===== config.mk =====
export PLATFORM = sky130hd
export DESIGN_NAME = pattern_gen
export DESIGN_NICKNAME = d
export VERILOG_FILES = /design/src/rtl/pattern_gen.sv
export SDC_FILE = /design/constraint.sdc
export NUM_CORES = 1
export LEC_CHECK = 0
export ABC_AREA = 1
export BUFFER_PORTS_ARGS = -buffer_cell sky130_fd_sc_hd__buf_2
export CAP_MARGIN = 0
export CORE_MARGIN = 2
export CORE_UTILIZATION = 52
export CTS_CLUSTER_DIAMETER = 60
export DETAILED_ROUTE_END_ITERATION = 16
export HOLD_SLACK_MARGIN = 0.12
export PLACE_DENSITY = 0.88
export SYNTH_ARGS = -nofsm -noshare
export SYNTH_HDL_FRONTEND = slang
export SYNTH_SLANG_ARGS = --single-unit

===== constraint.sdc =====
create_clock -name clk -period 1.8 [get_ports clk]
set_input_delay 0.27 -clock clk [delete_from_list [all_inputs] [get_ports clk]]
set_output_delay 0.27 -clock clk [all_outputs]
set_load 0.02 [all_outputs]

===== src/rtl/pattern_gen.sv =====
// Multi-mode video test-pattern generator with a 2-clock pixel pipeline.
// Define PATTERN_BOX_EN to compile in the bouncing-box registers and mode 4.
module pattern_gen #(
    parameter int unsigned H_ACTIVE  = 1920,
    parameter int unsigned V_ACTIVE  = 1080,
    parameter int unsigned ADDR_W    = 12,
    parameter int unsigned COLOR_W   = 8,
    parameter int unsigned BAR_SHIFT = 8,
    parameter int unsigned CHK_SHIFT = 5,
    parameter int unsigned BOX_SIZE  = 64,
    parameter int unsigned BOX_STEP  = 4
) (
    input  logic                   clk,
    input  logic                   rst_n,
    input  logic                   de,
    input  logic [ADDR_W-1:0]      h_addr,
    input  logic [ADDR_W-1:0]      v_addr,
    input  logic [2:0]             mode_i,
    output logic [3*COLOR_W-1:0]   data_disp,
    output logic                   de_o,
    output logic [2:0]             mode_o,
    output logic [15:0]            frame_cnt
);

    localparam int unsigned PIX_W = 3 * COLOR_W;

    localparam logic [2:0] MODE_BARS    = 3'd0;
    localparam logic [2:0] MODE_RAMP    = 3'd1;
    localparam logic [2:0] MODE_CHECKER = 3'd2;
    localparam logic [2:0] MODE_GRID    = 3'd3;
    localparam logic [2:0] MODE_BOX     = 3'd4;
    localparam logic [2:0] MODE_FLOOD   = 3'd5;

    localparam logic [COLOR_W-1:0] FULL = '1;
    localparam logic [COLOR_W-1:0] ZERO = '0;
    // 0xC0 aligned to the channel MSBs
    localparam logic [COLOR_W-1:0] GREY = COLOR_W'((COLOR_W >= 8) ?
        (32'hC0 << (COLOR_W - 8)) : (32'hC0 >> (8 - COLOR_W)));

    typedef logic [PIX_W-1:0] pixel_t;

    function automatic pixel_t bar_color(input logic [2:0] idx);
        case (idx)
            3'd0:    return {FULL, ZERO, ZERO};
            3'd1:    return {ZERO, FULL, ZERO};
            3'd2:    return {ZERO, ZERO, FULL};
            3'd3:    return {FULL, FULL, ZERO};
            3'd4:    return {ZERO, FULL, FULL};
            3'd5:    return {FULL, ZERO, FULL};
            3'd6:    return {GREY, GREY, GREY};
            default: return {FULL, FULL, FULL};
        endcase
    endfunction

    logic               eof_c;
    logic [2:0]         idx_c;
    logic               white_c;
    logic               in_box_c;

    logic               s1_de;
    logic [2:0]         s1_mode;
    logic [2:0]         s1_idx;
    logic [COLOR_W-1:0] s1_gray;
    logic               s1_white;
    logic               s1_box;
    pixel_t             color_c;

    assign eof_c = de && (h_addr == ADDR_W'(H_ACTIVE - 1))
                      && (v_addr == ADDR_W'(V_ACTIVE - 1));

    // Frame-boundary state: mode in effect and completed-frame count
    always_ff @(posedge clk or negedge rst_n) begin
        if (!rst_n) begin
            mode_o    <= '0;
            frame_cnt <= '0;
        end else if (eof_c) begin
            mode_o    <= mode_i;
            frame_cnt <= frame_cnt + 16'd1;
        end
    end

`ifdef PATTERN_BOX_EN
    localparam logic [ADDR_W:0] BOX_REACH = (ADDR_W + 1)'(BOX_SIZE + BOX_STEP);
    localparam logic [ADDR_W:0] BOX_EXT   = (ADDR_W + 1)'(BOX_SIZE);

    logic [ADDR_W-1:0] box_x, box_y, box_x_nxt, box_y_nxt;
    logic              dir_left, dir_up, dir_left_nxt, dir_up_nxt;

    // Bounce each axis off the active-area edges
    always_comb begin
        box_x_nxt    = box_x;
        box_y_nxt    = box_y;
        dir_left_nxt = dir_left;
        dir_up_nxt   = dir_up;
        if (!dir_left) begin
            if ({1'b0, box_x} + BOX_REACH > (ADDR_W + 1)'(H_ACTIVE)) begin
                box_x_nxt    = ADDR_W'(H_ACTIVE - BOX_SIZE);
                dir_left_nxt = 1'b1;
            end else begin
                box_x_nxt = box_x + ADDR_W'(BOX_STEP);
            end
        end else if (box_x < ADDR_W'(BOX_STEP)) begin
            box_x_nxt    = '0;
            dir_left_nxt = 1'b0;
        end else begin
            box_x_nxt = box_x - ADDR_W'(BOX_STEP);
        end
        if (!dir_up) begin
            if ({1'b0, box_y} + BOX_REACH > (ADDR_W + 1)'(V_ACTIVE)) begin
                box_y_nxt  = ADDR_W'(V_ACTIVE - BOX_SIZE);
                dir_up_nxt = 1'b1;
            end else begin
                box_y_nxt = box_y + ADDR_W'(BOX_STEP);
            end
        end else if (box_y < ADDR_W'(BOX_STEP)) begin
            box_y_nxt  = '0;
            dir_up_nxt = 1'b0;
        end else begin
            box_y_nxt = box_y - ADDR_W'(BOX_STEP);
        end
    end

    always_ff @(posedge clk or negedge rst_n) begin
        if (!rst_n) begin
            box_x    <= '0;
            box_y    <= '0;
            dir_left <= 1'b0;
            dir_up   <= 1'b0;
        end else if (eof_c) begin
            box_x    <= box_x_nxt;
            box_y    <= box_y_nxt;
            dir_left <= dir_left_nxt;
            dir_up   <= dir_up_nxt;
        end
    end

    assign in_box_c = (h_addr >= box_x) && ({1'b0, h_addr} < {1'b0, box_x} + BOX_EXT)
                   && (v_addr >= box_y) && ({1'b0, v_addr} < {1'b0, box_y} + BOX_EXT);
`else
    logic box_cfg_unused;
    assign box_cfg_unused = ^{BOX_SIZE, BOX_STEP};
    assign in_box_c       = 1'b0;
`endif

    // Stage-1 region decisions
    always_comb begin
        idx_c   = 3'(h_addr >> BAR_SHIFT);
        white_c = (h_addr[CHK_SHIFT-1:0] == '0) || (v_addr[CHK_SHIFT-1:0] == '0)
               || (h_addr == ADDR_W'(H_ACTIVE - 1)) || (v_addr == ADDR_W'(V_ACTIVE - 1));
        if (mode_o == MODE_FLOOD) begin
            idx_c = frame_cnt[8:6];
        end
        if (mode_o == MODE_CHECKER) begin
            white_c = h_addr[CHK_SHIFT] ^ v_addr[CHK_SHIFT];
        end
    end

    always_ff @(posedge clk or negedge rst_n) begin
        if (!rst_n) begin
            s1_de    <= 1'b0;
            s1_mode  <= '0;
            s1_idx   <= '0;
            s1_gray  <= '0;
            s1_white <= 1'b0;
            s1_box   <= 1'b0;
        end else begin
            s1_de    <= de;
            s1_mode  <= mode_o;
            s1_idx   <= idx_c;
            s1_gray  <= h_addr[COLOR_W-1:0];
            s1_white <= white_c;
            s1_box   <= in_box_c;
        end
    end

    // Stage-2 colour selection; blank outside the active area
    always_comb begin
        color_c = '0;
        if (s1_de) begin
            case (s1_mode)
                MODE_BARS, MODE_FLOOD:   color_c = bar_color(s1_idx);
                MODE_RAMP:               color_c = {s1_gray, s1_gray, s1_gray};
                MODE_CHECKER, MODE_GRID: color_c = {PIX_W{s1_white}};
`ifdef PATTERN_BOX_EN
                MODE_BOX:                color_c = s1_box ? {FULL, ZERO, ZERO} : {ZERO, ZERO, FULL};
`else
                MODE_BOX:                color_c = {PIX_W{s1_box}};
`endif
                default:                 color_c = '0;
            endcase
        end
    end

    always_ff @(posedge clk or negedge rst_n) begin
        if (!rst_n) begin
            data_disp <= '0;
            de_o      <= 1'b0;
        end else begin
            data_disp <= color_c;
            de_o      <= s1_de;
        end
    end

endmodule


== Yosys cells after proc, flatten, opt, wreduce, memory -nomap -nowiden ==
Index checks and enable logic that the tools add are counted.

* Equality and inequality tests: 14
* Reduce and logical (&&, ||, !) cells: 11
* Muxes and demuxes: 5
* Bitwise logic cells: 1
* Add/sub/neg operators: 1

{| class="wikitable"
|+ Operators with widths
! kind !! number
|-
| $pmux 24 s7 || 1
|-
| $pmux 24 s3 || 1
|-
| $eq 12x11->1 const B || 2
|-
| $mux 24 || 1
|-
| $add 16x1->16 const B || 1
|-
| $eq 3x2->1 const B || 5
|-
| $eq 3x3->1 const B || 5
|-
| $logic_not 5->1 || 2
|-
| $eq 3x1->1 const B || 2
|-
| $logic_not 3->1 || 2
|-
| $reduce_or 2->1 || 2
|-
| $logic_or 1x1->1 || 3
|-
| $mux 3 || 1
|-
| $logic_and 1x1->1 || 2
|-
| $mux 1 || 1
|-
| $xor 1x1->1 || 1
|}

* Word-level logic and storage cells: 41
* Bits in registers: 60
* Output and inout bits: 44
* Bits of input ports: 30

== Logic depth before layout (Yosys ltp) ==
Gate-level depths: netlist of the first run.

* Depth after elaboration: 5
* Gate-level depth with buffers: 9
* Depth with buffers taken out: 8

== Worst setup path before layout of the first run ==
OpenSTA, ideal clock, no wires.

* Kind: register to register
* Start point: reg frame_cnt[1]
* End point: reg frame_cnt[14]
* Slack: 0.365 ns
* Stages on the path, launching flop included: 9
* Buffers on the path: 0
* Period minus slack after synthesis: 1.435 ns
* Setup time: 0.117 ns
* Required time: 1.683 ns
* Arrival time: 1.317 ns
* Cell sequence: dfrtp_1 ha_1 nand3_1 nor2_2 nand3_1 nand2_1 nand2_1 nand2_1 nand2_1

* Longest elaborated chain between the ends: 1

{| class="wikitable"
|+ RTL lines
! element !! line !! source
|-
| start: declaration || 22 || <nowiki>output logic [15:0] frame_cnt</nowiki>
|-
| start signal: assignment || 78 || <nowiki>frame_cnt <= frame_cnt + 16'd1;</nowiki>
|-
| $add 16x1->16 || 78 ||
|}

Every way passes these cells.
A chain may end at the register's enable or synchronous reset.

== Final worst setup path of the first run ==
* Start point: in h_addr[6]
* End point: reg frame_cnt[12]

* Longest elaborated chain between the ends: 3

{| class="wikitable"
|+ RTL lines
! element !! line !! source
|-
| start: declaration || 16 || <nowiki>input logic [ADDR_W-1:0] h_addr,</nowiki>
|-
| $eq 12x11->1 || 68 || <nowiki>assign eof_c = de && (h_addr == ADDR_W'(H_ACTIVE - 1))</nowiki>
|-
| $logic_and 1x1->1 || 68 ||
|-
| $logic_and 1x1->1 || 69 || <nowiki>&& (v_addr == ADDR_W'(V_ACTIVE - 1));</nowiki>
|}

Every way passes these cells.

==> impl_metrics.tcl, run 1 <==
set metrics [dict create \
    grt_overflow 0 \
    synth_top_cell_area_share_pct 56.6 \
    syn_inst 311 \
    ys_warn_count 0 \
    regArea_um2 1500 \
    numCtsBuffers 9 \
    wl_per_cell_um 13.1 \
    grt_util_met3_pct 6.61 \
    netlist_top_cells_count "nand2_1, dfrtp_1, a21oi_1" \
    ys_ff_latch 60 \
    muxShareOfSynthArea_pct 0.425 \
    synthAdderAreaFrac_pct 0.472 \
    synth_edf_count 0 \
    grt_start_max_net_pins 61 \
    hold_viol 0 \
    clock_latency_ns 0.34 \
    routed_wl_mm 6.20 \
    ios 74 \
    clockBufferDepth 2 \
    design.core.area_um2 4820 \
    antenna_found_initial 0 \
    worstMarginPinSlew_ns 0.620 \
    fin_worst_skew_ns 0.00868 \
    htreeDepth 3 \
    place_worst_setup_slack_ns 0.326 \
    io_buffers 73 \
    rr_worst_depth 8 \
    grt_use_total_pct 23.3 \
    crit_slowest_cell "dlygate4sd3_1" \
    avgSynthCellArea_um2 8.53 \
    cp_common_cell "nand2_1" \
    cp_data_arrival_time_ns 1.83 \
    final_antenna_net_count 0 \
    synth_xor_area_share_pct 2.64 \
    p_leak_nw 1.86 \
    finalWorstPathRequiredPeriod_ns 1.62 \
    fin_hold_ws_ns 0.135 \
    ctsRootBufferMaster "clkbuf_8" \
    setup_viol 0 \
    drtIter0Drc 162 \
    synth_top_family_by_area "simple AND/OR/NAND/NOR gates" \
    timing.final.ws_setup_ns 0.184 \
    start_kind "primary input" \
    die_width_um 75.4 \
    num_vias 2353 \
    synth_compound_area_share_pct 7.12 \
    cp_slowest_stage_delay_ns 0.58 \
    busiest_layer "met2" \
    slew_viol_final 0 \
    syn-cell-area_um2 2650 \
    grt_pass1_wl_mm 9.68 \
    ys_top_cells_by_area "dfrtp_1, nand2_1, a21oi_1" \
    nNetsFinal 433 \
    crit_type "primary input to register" \
    globalRouteMet2Util_pct 37.6 \
    grt_pass1_vias 2106 \
    die_y_um 75.4 \
    firstDrtPassIters 5 \
    syn2layout_area_growth_pct 29.3 \
    required_ns 2.02 \
    synth_top_cell_by_area "dfrtp_1" \
    max_freq_mhz 619 \
    ir_worst_vdd_v 0.000464 \
    fin_crit_sh_pct 89.8 \
    hpwl_mm 3.87 \
    synth_flop_cell "dfrtp_1" \
    drv_cap 0 \
    hold_class "primary input to register" \
    tns_ns 0 \
    drive_above_1_share_pct 25.3 \
    rows 25 \
    grt_use_met1_pct 28.2 \
    crit_chain "dlygate4sd3_1, buf_2, nand2_1, nor2_2, nand3_1, nor2_2, nand2_4, nand2_1, nand2_1" \
    synth.most_common_cell "nand2_1" \
    synthSimpleGateAreaFrac_pct 27.6 \
    synth_cell_types 24 \
    rr_startpoint "frame_cnt[0]" \
    ys_seq_area_share_pct 56.6 \
    cts_tree "done" \
    outcome "finished clean" \
    min_to "mode_o[0]" \
    timing.rr.end "frame_cnt[10]" \
    via_per_inst 4.96 \
    start_util_pct 55.1 \
    async_flop_share_pct 100 \
    multiInputGateArea_um2 1020 \
    holdPathStages 3 \
    fill_cells 358 \
    end_kind "register" \
    drc_errors 0 \
    critPathMaxFanout 19 \
    slew_headroom_pct 58.6 \
    syn_nets 342 \
    p_per_area_nw_per_um2 869 \
    gp_congestion 0.879 \
    min_from "mode_i[0]" \
    r2r_setup_slack_ns 0.29 \
    clock-sinks 60 \
    rsz0062_at_grt "no" \
    n_antenna_cell 0 \
    clk_pin_slew_worst_paths_ns 0.07 \
    die_area_um2 5690 \
]
==> cell type report <==
cell class / instances / share of cell area (%)
Clock inverter: 6 / 2.59
Multi-Input combinational cell: 219 / 29.8
Clock buffer: 10 / 3.72
Timing Repair Buffer: 85 / 14.7
Tap cell: 67 / 2.44
Sequential cell: 60 / 43.8
Inverter: 27 / 2.96
==> registers in the layout, indices dropped and copies added (netlist names) <==
| name | cells |
|---|---|
| data_disp | 24 |
| frame_cnt | 16 |
| s1_gray | 8 |
| mode_o | 3 |
| s1_idx | 3 |
| s1_mode | 3 |
| de_o | 1 |
| s1_de | 1 |
| s1_white | 1 |
==> where the power goes <==
group | total [mW] | switching, mW | internal (mW) | leakage, nW
Clock | 1.31 | 0.527 | 0.779 | 0.102
Combinational | 0.260 | 0.164 | 0.0952 | 0.979
Sequential | 1.42 | 0.0161 | 1.40 | 0.780
==> cell families after synthesis <==
kind of cell,after synthesis
muxes,1
adders and majority gates,1
buffers and inverters,32
DFF,60
xor gates and xnor gates,8
and+or+nand+nor,172
AOI/OAI and AO/OA,37
==> cell usage in the layout, fill, tap and decap left out, types with 2 or more instances in the layout <==
master / synthesis / final
a21oi_1: 32 / 32
buf_12: 0 / 2
buf_2: 0 / 73
bufinv_16: 0 / 2
clkbuf_8: 0 / 9
clkinvlp_4: 0 / 2
dfrtp_1: 60 / 60
dlygate4sd3_1: 0 / 10
inv_1: 27 / 27
nand2_1: 116 / 116
nand3_1: 14 / 14
nand3b_1: 3 / 3
nand4_1: 4 / 4
nor2_1: 23 / 23
nor2_2: 4 / 4
o21ai_0: 4 / 4
xnor2_1: 3 / 3
xor2_1: 5 / 5
==> worst max path at each step <==
| stage | from | endpoint | slack [ns] | cells after the start |
|---|---|---|---|---|
| 2_1_floorplan | frame_cnt[1] | frame_cnt[14] | 0.37 | 8 |
| 3_3_place_gp | h_addr[11] | frame_cnt[0] | 0.35 | 9 |
| 3_5_place_dp | h_addr[11] | frame_cnt[4] | 0.33 | 9 |
| 4_1_cts | h_addr[3] | frame_cnt[5] | 0.20 | 9 |
| 5_1_grt | h_addr[5] | frame_cnt[0] | 0.08 | 9 |
| 6_report | h_addr[6] | frame_cnt[12] | 0.18 | 9 |
==> stage by stage <==
step | util, % | cell area [um2] | cells | total power, mW
final | 71.2 | 3430 | 474 | 2.98
after floorplan | - | 2650 | 311 | 1.56
after global placement | 64.1 | 3090 | 447 | 1.67
after detailed placement | 64.1 | 3090 | 447 | 1.68
after global routing | 71.2 | 3430 | 474 | 3.08
after CTS | 70.7 | 3400 | 473 | 2.97
==> repair_timing <==
action / CTS / global route
endpoints found under the setup margin: 0 / 16
endpoints found under the hold margin: 69 / 0
resized for setup: 0 / 1
buffers inserted: 0 / 1
hold buffers: 10 / 0
==> layer usage <==
layer	routed length (um)	share of wire (%)
met1	2560	41
met2	3050	49
met3	379	6.1
met4	207	3.3
met5	0	0
==> critical path: cells and delay by family <==
family                 cells  cell delay (ns)
buffers and inverters      2             0.74
AND/OR/NAND/NOR            7             0.81
Note: power is estimated with default switching activity, not from simulation.
==> run 2: changes to the inputs <==
Settings changed: CORE_MARGIN 2 to not set.
==> run 2 against run 1 <==
Against the previous run: fmax is essentially flat; flip-flop and latch count did not move; hold slack improved by 0.00072 ns; combinational power about the same; critical path type unchanged; critical endpoint is now frame_cnt[8].
==> impl_metrics.tcl, run 2 (synthesized netlist as in run 1, its figures left out) <==
set metrics [dict create \
    outcome "finished clean" \
    grt_pass1_vias 2181 \
    cts_tree "done" \
    start_kind "primary input" \
    rr_startpoint "frame_cnt[0]" \
    nNetsFinal 433 \
    io_buffers 73 \
    timing.rr.end "frame_cnt[14]" \
    grt_overflow 0 \
    hold_viol 0 \
    slew_headroom_pct 55.5 \
    fin_worst_skew_ns 0.0125 \
    largest_registers "data_disp x24, frame_cnt x16, s1_gray x8" \
    crit_start "h_addr[3]" \
    largest_reg_flops 24 \
    drive_above_1_share_pct 25.3 \
    grt_start_max_net_pins 36 \
    critPathMaxFanout 19 \
    rr_worst_depth 8 \
    p_per_area_nw_per_um2 875 \
    place_inst 447 \
    crit_type "primary input to register" \
    p_leak_nw 1.86 \
    design.core.area_um2 4820 \
    die_area_um2 5390 \
    htreeDepth 3 \
    final_common_cell "nand2_1" \
    rsz0062_at_grt "no" \
    required_ns 2.03 \
    die_y_um 73.4 \
    place_area_um2 3090 \
    clock_latency_ns 0.34 \
    syn2layout_area_growth_pct 29.3 \
    min_from "mode_i[0]" \
    r2r_setup_slack_ns 0.32 \
    grt_pass1_wl_mm 9.78 \
    clock-sinks 60 \
    worstMarginPinSlew_ns 0.667 \
    final_cell_mix "nand2_1, buf_2, dfrtp_1, a21oi_1, inv_1" \
    gp_congestion 0.848 \
    drtIter0Drc 194 \
    finalWorstPathRequiredPeriod_ns 1.62 \
    ios 74 \
    holdPathStages 3 \
    wl_per_cell_um 13.3 \
    routed_wl_mm 6.31 \
    via_per_inst 5.16 \
    clockBufferDepth 2 \
    drc_errors 0 \
    die_width_um 73.4 \
    slew_viol_final 0 \
    start_util_pct 55.1 \
    tns_ns 0 \
    min_to "mode_o[0]" \
    cp_data_arrival_time_ns 1.84 \
    grt_use_total_pct 24.7 \
    ctsRootBufferMaster "clkbuf_8" \
    max_freq_mhz 619 \
    num_vias 2445 \
    hold_class "primary input to register" \
    firstDrtPassIters 5 \
    end_kind "register" \
    numCtsBuffers 9 \
    setup_viol 0 \
    clk_pin_slew_worst_paths_ns 0.07 \
    finish.instance_area_um2 3430 \
    rows 25 \
    n_antenna_cell 0 \
    hpwl_mm 4.00 \
    fin_crit_sh_pct 89.8 \
    final_antenna_net_count 0 \
    top_register "data_disp" \
    ir_worst_vdd_v 0.000462 \
    stdcell_count 474 \
    drv_cap 0 \
    antenna_found_initial 0 \
]
==> run 2: cell counts in the layout (fill, tap and decap cells not counted) <==
No cell type changed its count.
==> run 2: power breakdown <==
group	switching, mW	internal [mW]
clock	0.546	0.779
sequential	0.0165	1.40
combinational	0.165	0.0950
total	0.727	2.27
==> run 2: worst max-delay path, stage by stage <==
cell	delay [ns]
dlygate4sd3_1	0.51
buf_2	0.16
nand2_1	0.09
nor2_1	0.19
nand3_1	0.14
nor2_2	0.16
nand2_4	0.16
nand2_1	0.11
nand2_1	0.05
==> run 2: what timing repair did <==
item | CTS | global route
gates resized for setup | 0 | 1
hold buffers | 10 | 0
buffers inserted | 0 | 1
hold endpoints to repair | 34 | 0
setup endpoints to repair | 0 | 9
==> run 2: worst max path at each step <==
| stage | depth (start not counted) | end | slack [ns] |
|---|---|---|---|
| 4_1_cts | 8 | frame_cnt[12] | 0.17 |
| 5_1_grt | 9 | frame_cnt[12] | 0.09 |
| 6_report | 9 | frame_cnt[8] | 0.18 |
| 2_1_floorplan | 8 | frame_cnt[14] | 0.37 |
| 3_5_place_dp | 8 | frame_cnt[12] | 0.33 |
| 3_3_place_gp | 9 | frame_cnt[15] | 0.38 |
==> run 2: through the flow <==
step                      power (mW)  hold slack, ns  utilization, %  setup slack [ns]
after floorplan                 1.56         -0.0256               -             0.365
after global placement          1.67           0.279            64.1             0.384
after detailed placement        1.68           0.283            64.1             0.331
after CTS                       3.00           0.127            70.7             0.170
after global routing            3.10           0.137            71.2            0.0863
final                           3.00           0.136            71.2             0.184
==> run 2: per-layer routing <==
metal | vias to the layer above | GRT usage (%) | wire, um | share of wire [%]
met5 | - | 0 | 0 | 0
met4 | 0 | 12.8 | 171 | 2.7
met3 | 17 | 7.00 | 424 | 6.7
met2 | 134 | 39.9 | 3190 | 51
met1 | 1132 | 30.2 | 2520 | 40
li1 | 1162 | - | - | -
==> run 2: layout make-up <==
type,count,area (um2)
Sequential cell,60,1500
Fill cell,365,1390
Multi-Input combinational cell,219,1020
Timing Repair Buffer,85,505
Clock buffer,10,128
Inverter,27,101
Clock inverter,6,88.8
Tap cell,67,83.8
